File: config.mk
export PLATFORM = sky130hd
export DESIGN_NAME = maxpool2x2_relu_stream
export DESIGN_NICKNAME = d
export VERILOG_FILES = /design/src/rtl/maxpool2x2_relu_stream.sv
export SDC_FILE = /design/constraint.sdc
export NUM_CORES = 1
export LEC_CHECK = 0
export ABC_AREA = 1
export CORE_ASPECT_RATIO = 1.5
export CORE_MARGIN = 1.5
export CORE_UTILIZATION = 40
export DETAILED_ROUTE_END_ITERATION = 12
export HOLD_SLACK_MARGIN = 0.02
export PLACE_DENSITY_LB_ADDON = 0.12
export SLEW_MARGIN = 20
export SYNTH_ARGS = -nofsm -noshare
export SYNTH_HDL_FRONTEND = slang
export SYNTH_SLANG_ARGS = --single-unit
File: constraint.sdc
create_clock -name clk -period 3.7 [get_ports clk]
set_input_delay 0.925 -clock clk [delete_from_list [all_inputs] [get_ports clk]]
set_output_delay 0.925 -clock clk [all_outputs]
set_load 0.01 [all_outputs]
File: src/rtl/maxpool2x2_relu_stream.sv
// 2x2 / stride-2 max-pooling stage with valid/ready streaming on both sides.
// Optional ReLU on the pooled result is enabled by defining MAXPOOL_RELU_EN.
module maxpool2x2_relu_stream #(
  parameter int DATA_W   = 12,
  parameter int CHANNELS = 3,
  parameter int IN_W     = 24,
  parameter int IN_H     = 24
) (
  input  logic                         clk,
  input  logic                         rst_n,
  input  logic                         in_valid,
  output logic                         in_ready,
  input  logic [CHANNELS*DATA_W-1:0]   in_data,
  output logic                         out_valid,
  input  logic                         out_ready,
  output logic [CHANNELS*DATA_W-1:0]   out_data,
  output logic                         frame_done
);

  localparam int OUT_W = IN_W / 2;
  localparam int OUT_H = IN_H / 2;
  localparam int COL_W = $clog2(IN_W);
  localparam int ROW_W = $clog2(IN_H);
  localparam int IDX_W = (OUT_W > 1) ? $clog2(OUT_W) : 1;

  logic [COL_W-1:0]            col;
  logic [ROW_W-1:0]            row;
  logic [CHANNELS*DATA_W-1:0]  line_buf [OUT_W];
  logic [CHANNELS*DATA_W-1:0]  buf_rd;
  logic [CHANNELS*DATA_W-1:0]  merged;
  logic [CHANNELS*DATA_W-1:0]  pooled;
  logic [IDX_W-1:0]            idx;
  logic                        accept;
  logic                        col_last;
  logic                        row_last;
  logic                        in_pool;
  logic                        window_end;

  assign in_ready   = !out_valid || out_ready;
  assign accept     = in_valid && in_ready;
  assign col_last   = (col == COL_W'(IN_W - 1));
  assign row_last   = (row == ROW_W'(IN_H - 1));
  assign idx        = IDX_W'(col >> 1);
  assign window_end = row[0] && col[0];

  // Trailing odd column / odd row fall outside every 2x2 window.
  assign in_pool = ({1'b0, col} < (COL_W + 1)'(2 * OUT_W)) &&
                   ({1'b0, row} < (ROW_W + 1)'(2 * OUT_H));

  assign buf_rd = line_buf[idx];

  for (genvar k = 0; k < CHANNELS; k++) begin : g_lane
    logic signed [DATA_W-1:0] held;
    logic signed [DATA_W-1:0] pix;
    logic signed [DATA_W-1:0] mx;

    assign held = buf_rd[k*DATA_W +: DATA_W];
    assign pix  = in_data[k*DATA_W +: DATA_W];
    assign mx   = (held > pix) ? held : pix;
    assign merged[k*DATA_W +: DATA_W] = mx;
`ifdef MAXPOOL_RELU_EN
    assign pooled[k*DATA_W +: DATA_W] = mx[DATA_W-1] ? '0 : mx;
`else
    assign pooled[k*DATA_W +: DATA_W] = mx;
`endif
  end

  // Partial window maxima per output column; contents survive reset on purpose.
  always_ff @(posedge clk) begin
    if (accept && in_pool && !window_end) begin
      if (!row[0] && !col[0]) begin
        line_buf[idx] <= in_data;
      end else begin
        line_buf[idx] <= merged;
      end
    end
  end

  always_ff @(posedge clk) begin
    if (!rst_n) begin
      col        <= '0;
      row        <= '0;
      out_valid  <= 1'b0;
      out_data   <= '0;
      frame_done <= 1'b0;
    end else begin
      frame_done <= accept && col_last && row_last;

      if (out_valid && out_ready) begin
        out_valid <= 1'b0;
      end

      if (accept) begin
        if (col_last) begin
          col <= '0;
          row <= row_last ? '0 : row + 1'b1;
        end else begin
          col <= col + 1'b1;
        end

        // A fresh result overrides the clear from a same-cycle transfer.
        if (in_pool && window_end) begin
          out_data  <= pooled;
          out_valid <= 1'b1;
        end
      end
    end
  end

endmodule

==> results.json, run 1 <==
{
  "antenna_left": 0,
  "yosys-top-cells-area": "edfxtp_1, nand2_1, dfxtp_1",
  "core_area_sq_um": 53610,
  "hold_path.startpoint": "row[2]$_SDFFE_PN0P_",
  "r2r-end": "line_buf[11][6]$_DFFE_PP_",
  "path_class": "reg2reg",
  "hold_path.class": "reg2reg",
  "min_path_cells": 2,
  "finalCriticalPeriod_ns": 3.384,
  "gp_congestion": 0.8056,
  "startpoint_type": "register",
  "vias_per_cell": 5.113,
  "synth_seq_cells": 484,
  "drc_errors": 0,
  "grt_use_met1_pct": 28.83,
  "cts_root_buf": "clkbuf_16",
  "clkSinkCount": 484,
  "grt_max_degree": 91,
  "vias": 15540,
  "yosysTopAreaCell": "edfxtp_1",
  "use_met3_pct": 2.633,
  "finalClockSkew_ns": 0.02515,
  "maxSlewHeadroom_pct": 40.88,
  "cap_violations": 0,
  "routed_wl_mm": 59.74,
  "drt_pass1_iterations": 5,
  "antenna_cells": 0,
  "yosysMostFrequentCell": "nand2_1",
  "rows": 104,
  "dieArea_sq_um": 55540,
  "post-place-ws_ns": 0.2049,
  "synthTopCellsByCount": "nand2_1, edfxtp_1, inv_1",
  "port_buffers": 78,
  "grt_util_met2_pct": 37.77,
  "hold_buffers": 0,
  "drive_gt1_share_pct": 8.039,
  "ys_types": 30,
  "gr-max-usage-layer": "met2",
  "worst-slew-pin-transition_ns": 0.8855,
  "run_status": "finished, final reports clean",
  "syn2layout_area_growth_pct": 18.92,
  "h-tree-depth": 2,
  "chipHeight_um": 287.9,
  "crit_arrival_ns": 3.72,
  "numCtsBuffers": 49,
  "power_density_nw_per_um2": 511.5,
  "worst_ep_required_time_ns": 4.03,
  "cts_buffer_depth": 3,
  "initialDrtViolationCount": 954,
  "dp_hpwl_mm": 35.86,
  "rsz0062_at_grt": "no",
  "min_to": "row[2]$_SDFFE_PN0P_",
  "postSynthAreaPerCell_sq_um": 9.784,
  "fp.dieW_um": 192.9,
  "r2r_slack_ns": 0.32,
  "async_flop_share_pct": 0,
  "cp-end-kind": "register",
  "cts_tree": "done",
  "power_uw": 13160,
  "routedWlPerCell_um": 19.65,
  "design.portCount": 79,
  "fmaxAchievable_mhz": 295.5,
  "synth-edff-count": 432,
  "grt_pass1_vias": 14900,
  "fin_ws_ns": 0.3158,
  "slew_viol_final": 0,
  "grt_pass1_wl_mm": 90.23,
  "reg2reg_depth": 18,
  "finalHoldViolations": 0,
  "syn_nets": 2290,
  "path_clk_slew_ns": 0.06,
  "netlist.area_leader.share_pct": 59.94,
  "clk_latency_ns": 0.58,
  "nNetsFinal": 2388,
  "grt.overflow.total": 0,
  "p_leak_uw": 0.01048,
  "track_usage_pct": 21.99,
  "netlist_area_sq_um": 21640,
  "fin_crit_sh_pct": 91.47,
  "syn_inst": 2212,
  "setup_viol": 0,
  "hold_ws_ns": 0.4608,
  "grt_antenna_before_repair": 0,
  "synth_seq_area_share_pct": 64.75,
  "start_util_pct": 40.37,
  "ys.flop_type": "edfxtp_1",
  "ir_drop_uv": 314.6,
  "cp_max_fo": 57,
  "fin_tns_setup_ns": 0,
  "yosysWarningCount": 0
}
-- layout make-up --
type                            instances  area, sq um
Clock buffer                           63         1361
Clock inverter                         29        449.2
Fill cell                            4929        27870
Inverter                              227        860.8
Multi-Input combinational cell       1388         6355
Sequential cell                       484        14020
Tap cell                              689        862.1
Timing Repair Buffer                  160         1826
-- metrics by stage --
stage	utilization (%)	instances	area [sq um]
floorplan	-	2212	21640
global placement	44.60	2948	23910
detailed placement	44.60	2948	23910
CTS	47.98	3040	25720
global route	48.01	3040	25740
finish	48.01	3040	25740
-- power by group --
group | internal, uW | switching (uW) | total [uW]
clock network | 3430 | 2110 | 5550
registers | 6100 | 18.4 | 6120
logic | 504 | 993 | 1500
total | 10000 | 3120 | 13200
-- sequential cells by signal, summed over array words and instances (netlist names), named ones only --
name and flops:
line_buf 432, row 5, out_data 36, col 5, out_valid 1, frame_done 1
-- logic make-up after synthesis --
group	after synthesis	synth area share (%)
XOR/XNOR	1	0.04047
flip-flops	484	64.75
AO/OA/AOI/OAI	169	4.498
AND/OR/NAND/NOR	1180	22.14
adder cells (fa/ha/maj)	38	2.197
buffers and inverters	340	6.376
-- critical path: stages (launching register included) --
cell,delay [ns]
dfxtp_4,0.40
buf_4,0.24
buf_12,0.27
nand2_1,0.10
nand3_1,0.09
nand3_1,0.08
nand3_1,0.11
nand2_1,0.14
ha_1,0.33
nand4_1,0.12
buf_4,0.15
nor3_1,0.14
nand2_1,0.12
nand3_1,0.19
buf_12,0.15
nand2_1,0.06
nand2_1,0.06
nand2_1,0.05
nand2_1,0.33
-- layout by cell type (no fill, tap or decap), types with 3 or more instances in the layout --
master             n
ha_1              38
nand2_2            4
nand4_1           43
clkbuf_16         51
inv_2              3
clkinv_1           7
o21ai_0           81
o22ai_1           37
nor2_4            12
nand2_1          751
edfxtp_1         432
a21oi_1           16
clkbuf_8           4
buf_12            34
dfxtp_1           48
clkdlybuf4s50_1   78
nand3_1          192
clkinv_2          11
inv_1            219
nor3_1             3
clkbuf_1           8
bufinv_16         12
o21ai_1            3
buf_4             47
nor2_1           172
o211ai_1          28
-- repair_timing --
action	in CTS	in global routing
endpoints found under the setup margin	0	336
gates resized for setup	0	6
buffers inserted	0	0
-- how the worst max path moves through the flow --
stage	from	end	slack (ns)	cells past startpoint
after detailed placement	in_data[11]	line_buf[2][8]$_DFFE_PP_	0.20	14
after global placement	in_data[3]	line_buf[3][8]$_DFFE_PP_	0.16	16
after global routing	register	line_buf[2][32]$_DFFE_PP_	0.001	21
after floorplan	out_ready	line_buf[0][0]$_DFFE_PP_	0.17	8
final	register	line_buf[11][6]$_DFFE_PP_	0.32	18
after CTS	register	line_buf[7][13]$_DFFE_PP_	0.20	22
-- per-layer routing --
layer / vias up / routed length [um]
li1: 7567 / -
met1: 7505 / 25520
met2: 382 / 29890
met3: 90 / 2666
met4: 0 / 1658
met5: - / 0
Power figures use the tool's default switching activity.
==> run 2: changes to the inputs <==
Settings changed: PLACE_DENSITY_LB_ADDON 0.12 to default.
==> results.json, run 2 (synthesis gave the netlist of run 1 again) <==
{
  "run_status": "finished, final reports clean",
  "start_util_pct": 40.37,
  "grt_max_degree": 96,
  "final_cell_mix": "nand2_1, edfxtp_1, inv_1",
  "clockPowerShare_pct": 38.4,
  "reg.largest.list": "line_buf (432), out_data (36)",
  "fin_crit_sh_pct": 90.67,
  "core_area_sq_um": 53610,
  "p_leak_uw": 0.01022,
  "cts_setup_buffers": 0,
  "chipHeight_um": 287.9,
  "antenna_left": 0,
  "switching_share_pct": 24.49,
  "drc_errors": 0,
  "design.portCount": 79,
  "drt_pass1_iterations": 6,
  "final_cells": 3013,
  "startpoint_type": "register",
  "seq_power_share_pct": 50.0,
  "fp.dieW_um": 192.9,
  "drive_gt1_share_pct": 6.799,
  "routedWlPerCell_um": 18.77,
  "layout_commonest_cell": "nand2_1",
  "power_density_nw_per_um2": 484.8,
  "cts_root_buf": "clkbuf_16",
  "vias": 15580,
  "routed_wl_mm": 56.56,
  "cp_cell_sequence": "clkinv_2, buf_4, buf_4, nor2_1, o21ai_0, nand3_1, nand3_1, nand2_1, inv_1, ha_1, nand2_1, nor3_1, nand2_1, nand3_1, buf_4, nand2_1, nand2_1, nand2_1, nand2_2",
  "worst_path_most_repeated_cell": "nand2_1",
  "syn2layout_area_growth_pct": 16.75,
  "rsz0062_at_grt": "no",
  "numCtsBuffers": 47,
  "slew_viol_final": 0,
  "ir_drop_uv": 419.3,
  "setup_viol": 0,
  "cp-end-kind": "register",
  "regMostFlops": "line_buf",
  "finalClockSkew_ns": 0.01575,
  "largest_reg_flops": 432,
  "path_buf_inv": 5,
  "port_buffers": 78,
  "crit_arrival_ns": 3.73,
  "track_usage_pct": 20.74,
  "pwr-share-comb_pct": 11.6,
  "crit_slowest_cell": "dfxtp_4",
  "grt_antenna_before_repair": 0,
  "dieArea_sq_um": 55540,
  "grt.overflow.total": 0,
  "fmaxAchievable_mhz": 298.1,
  "r2r_slack_ns": 0.35,
  "cap_violations": 0,
  "gp_congestion": 0.8941,
  "cts_tree": "done",
  "finalCriticalPeriod_ns": 3.355,
  "clkSinkCount": 484,
  "dp_hpwl_mm": 32.05,
  "cellInternalPower_uw": 9250,
  "finalHoldViolations": 0,
  "path_clk_slew_ns": 0.06,
  "worst_ep_required_time_ns": 4.07,
  "cts_buffer_depth": 3,
  "hold_path.class": "reg2reg",
  "hold_buffers": 0,
  "placed_cells": 2930,
  "vias_per_cell": 5.169,
  "clk_latency_ns": 0.57,
  "rows": 104,
  "crit_family": "simple AND/OR/NAND/NOR gates",
  "grt_pass1_vias": 15380,
  "nNetsFinal": 2368,
  "grt_pass1_wl_mm": 87.22,
  "antenna_cells": 0,
  "initialDrtViolationCount": 1198,
  "p_switching_uw": 3000,
  "fin_tns_setup_ns": 0,
  "path_class": "reg2reg",
  "worst-slew-pin-transition_ns": 0.9090,
  "maxSlewHeadroom_pct": 39.40,
  "cp_max_fo": 19,
  "slowest_delay_ns": 0.45,
  "cts_resized": 0,
  "h-tree-depth": 2
}
==> run 2: path summary, 6_finish.rpt <==
kind | cells after the start | start | to
max | 19 | register | line_buf[6][0]$_DFFE_PP_
min | 2 | row[2]$_SDFFE_PN0P_ | row[2]$_SDFFE_PN0P_
max reg2reg | 19 | register | line_buf[6][0]$_DFFE_PP_
min reg2reg | 2 | row[2]$_SDFFE_PN0P_ | row[2]$_SDFFE_PN0P_
==> run 2: power groups by stage <==
stage	clock [uW]	sequential (uW)	combinational [uW]
3_3_place_gp	0	6240	1380
5_1_grt	4990	6130	1610
6_report	4710	6120	1420
3_5_place_dp	0	6240	1410
2_1_floorplan	0	6240	964
4_1_cts	4800	6130	1420
==> run 2: worst min-delay path, stage by stage, from the launching register on <==
cell	delay, ns
dfxtp_1	0.33
inv_1	0.05
a21oi_1	0.05
==> run 2: metal layers <==
metal  track usage (%)  up-vias  part of all wire, %
li1                  -     7511                    -
met5                 0        -                    0
met4             7.827        0                  3.1
met1             24.68     7512                   39
met2             37.88      432                   53
met3             2.463      120                  4.7
==> run 2: final cells by class <==
type	instances	area (sq um)
flip-flops and latches	484	14020
repair buffers	142	1674
multi-input cells	1388	6377
clock inverters	22	206.4
clock buffers	61	1271
well taps	689	862.1
inverters	227	855.8
fillers	4932	28340
==> run 2: stage by stage <==
step           setup WS (ns)  total power (uW)  hold WS, ns  instance area (sq um)  util [%]
2_1_floorplan         0.1686              7199       0.4347                  21640         -
3_5_place_dp          0.2137              7654       0.4621                  23760     44.32
5_1_grt             0.006277             12730       0.4820                  25270     47.13
6_report              0.3454             12250       0.4711                  25270     47.13
4_1_cts               0.1879             12340       0.4732                  25240     47.08
3_3_place_gp          0.2218              7621       0.4498                  23760     44.32
==> run 3: changes to the inputs <==
Settings changed: GPL_ROUTABILITY_DRIVEN from default to 0.
==> results of run 3 <==
Same layout as run 2: the final DEF is identical, and so are final timing and power.
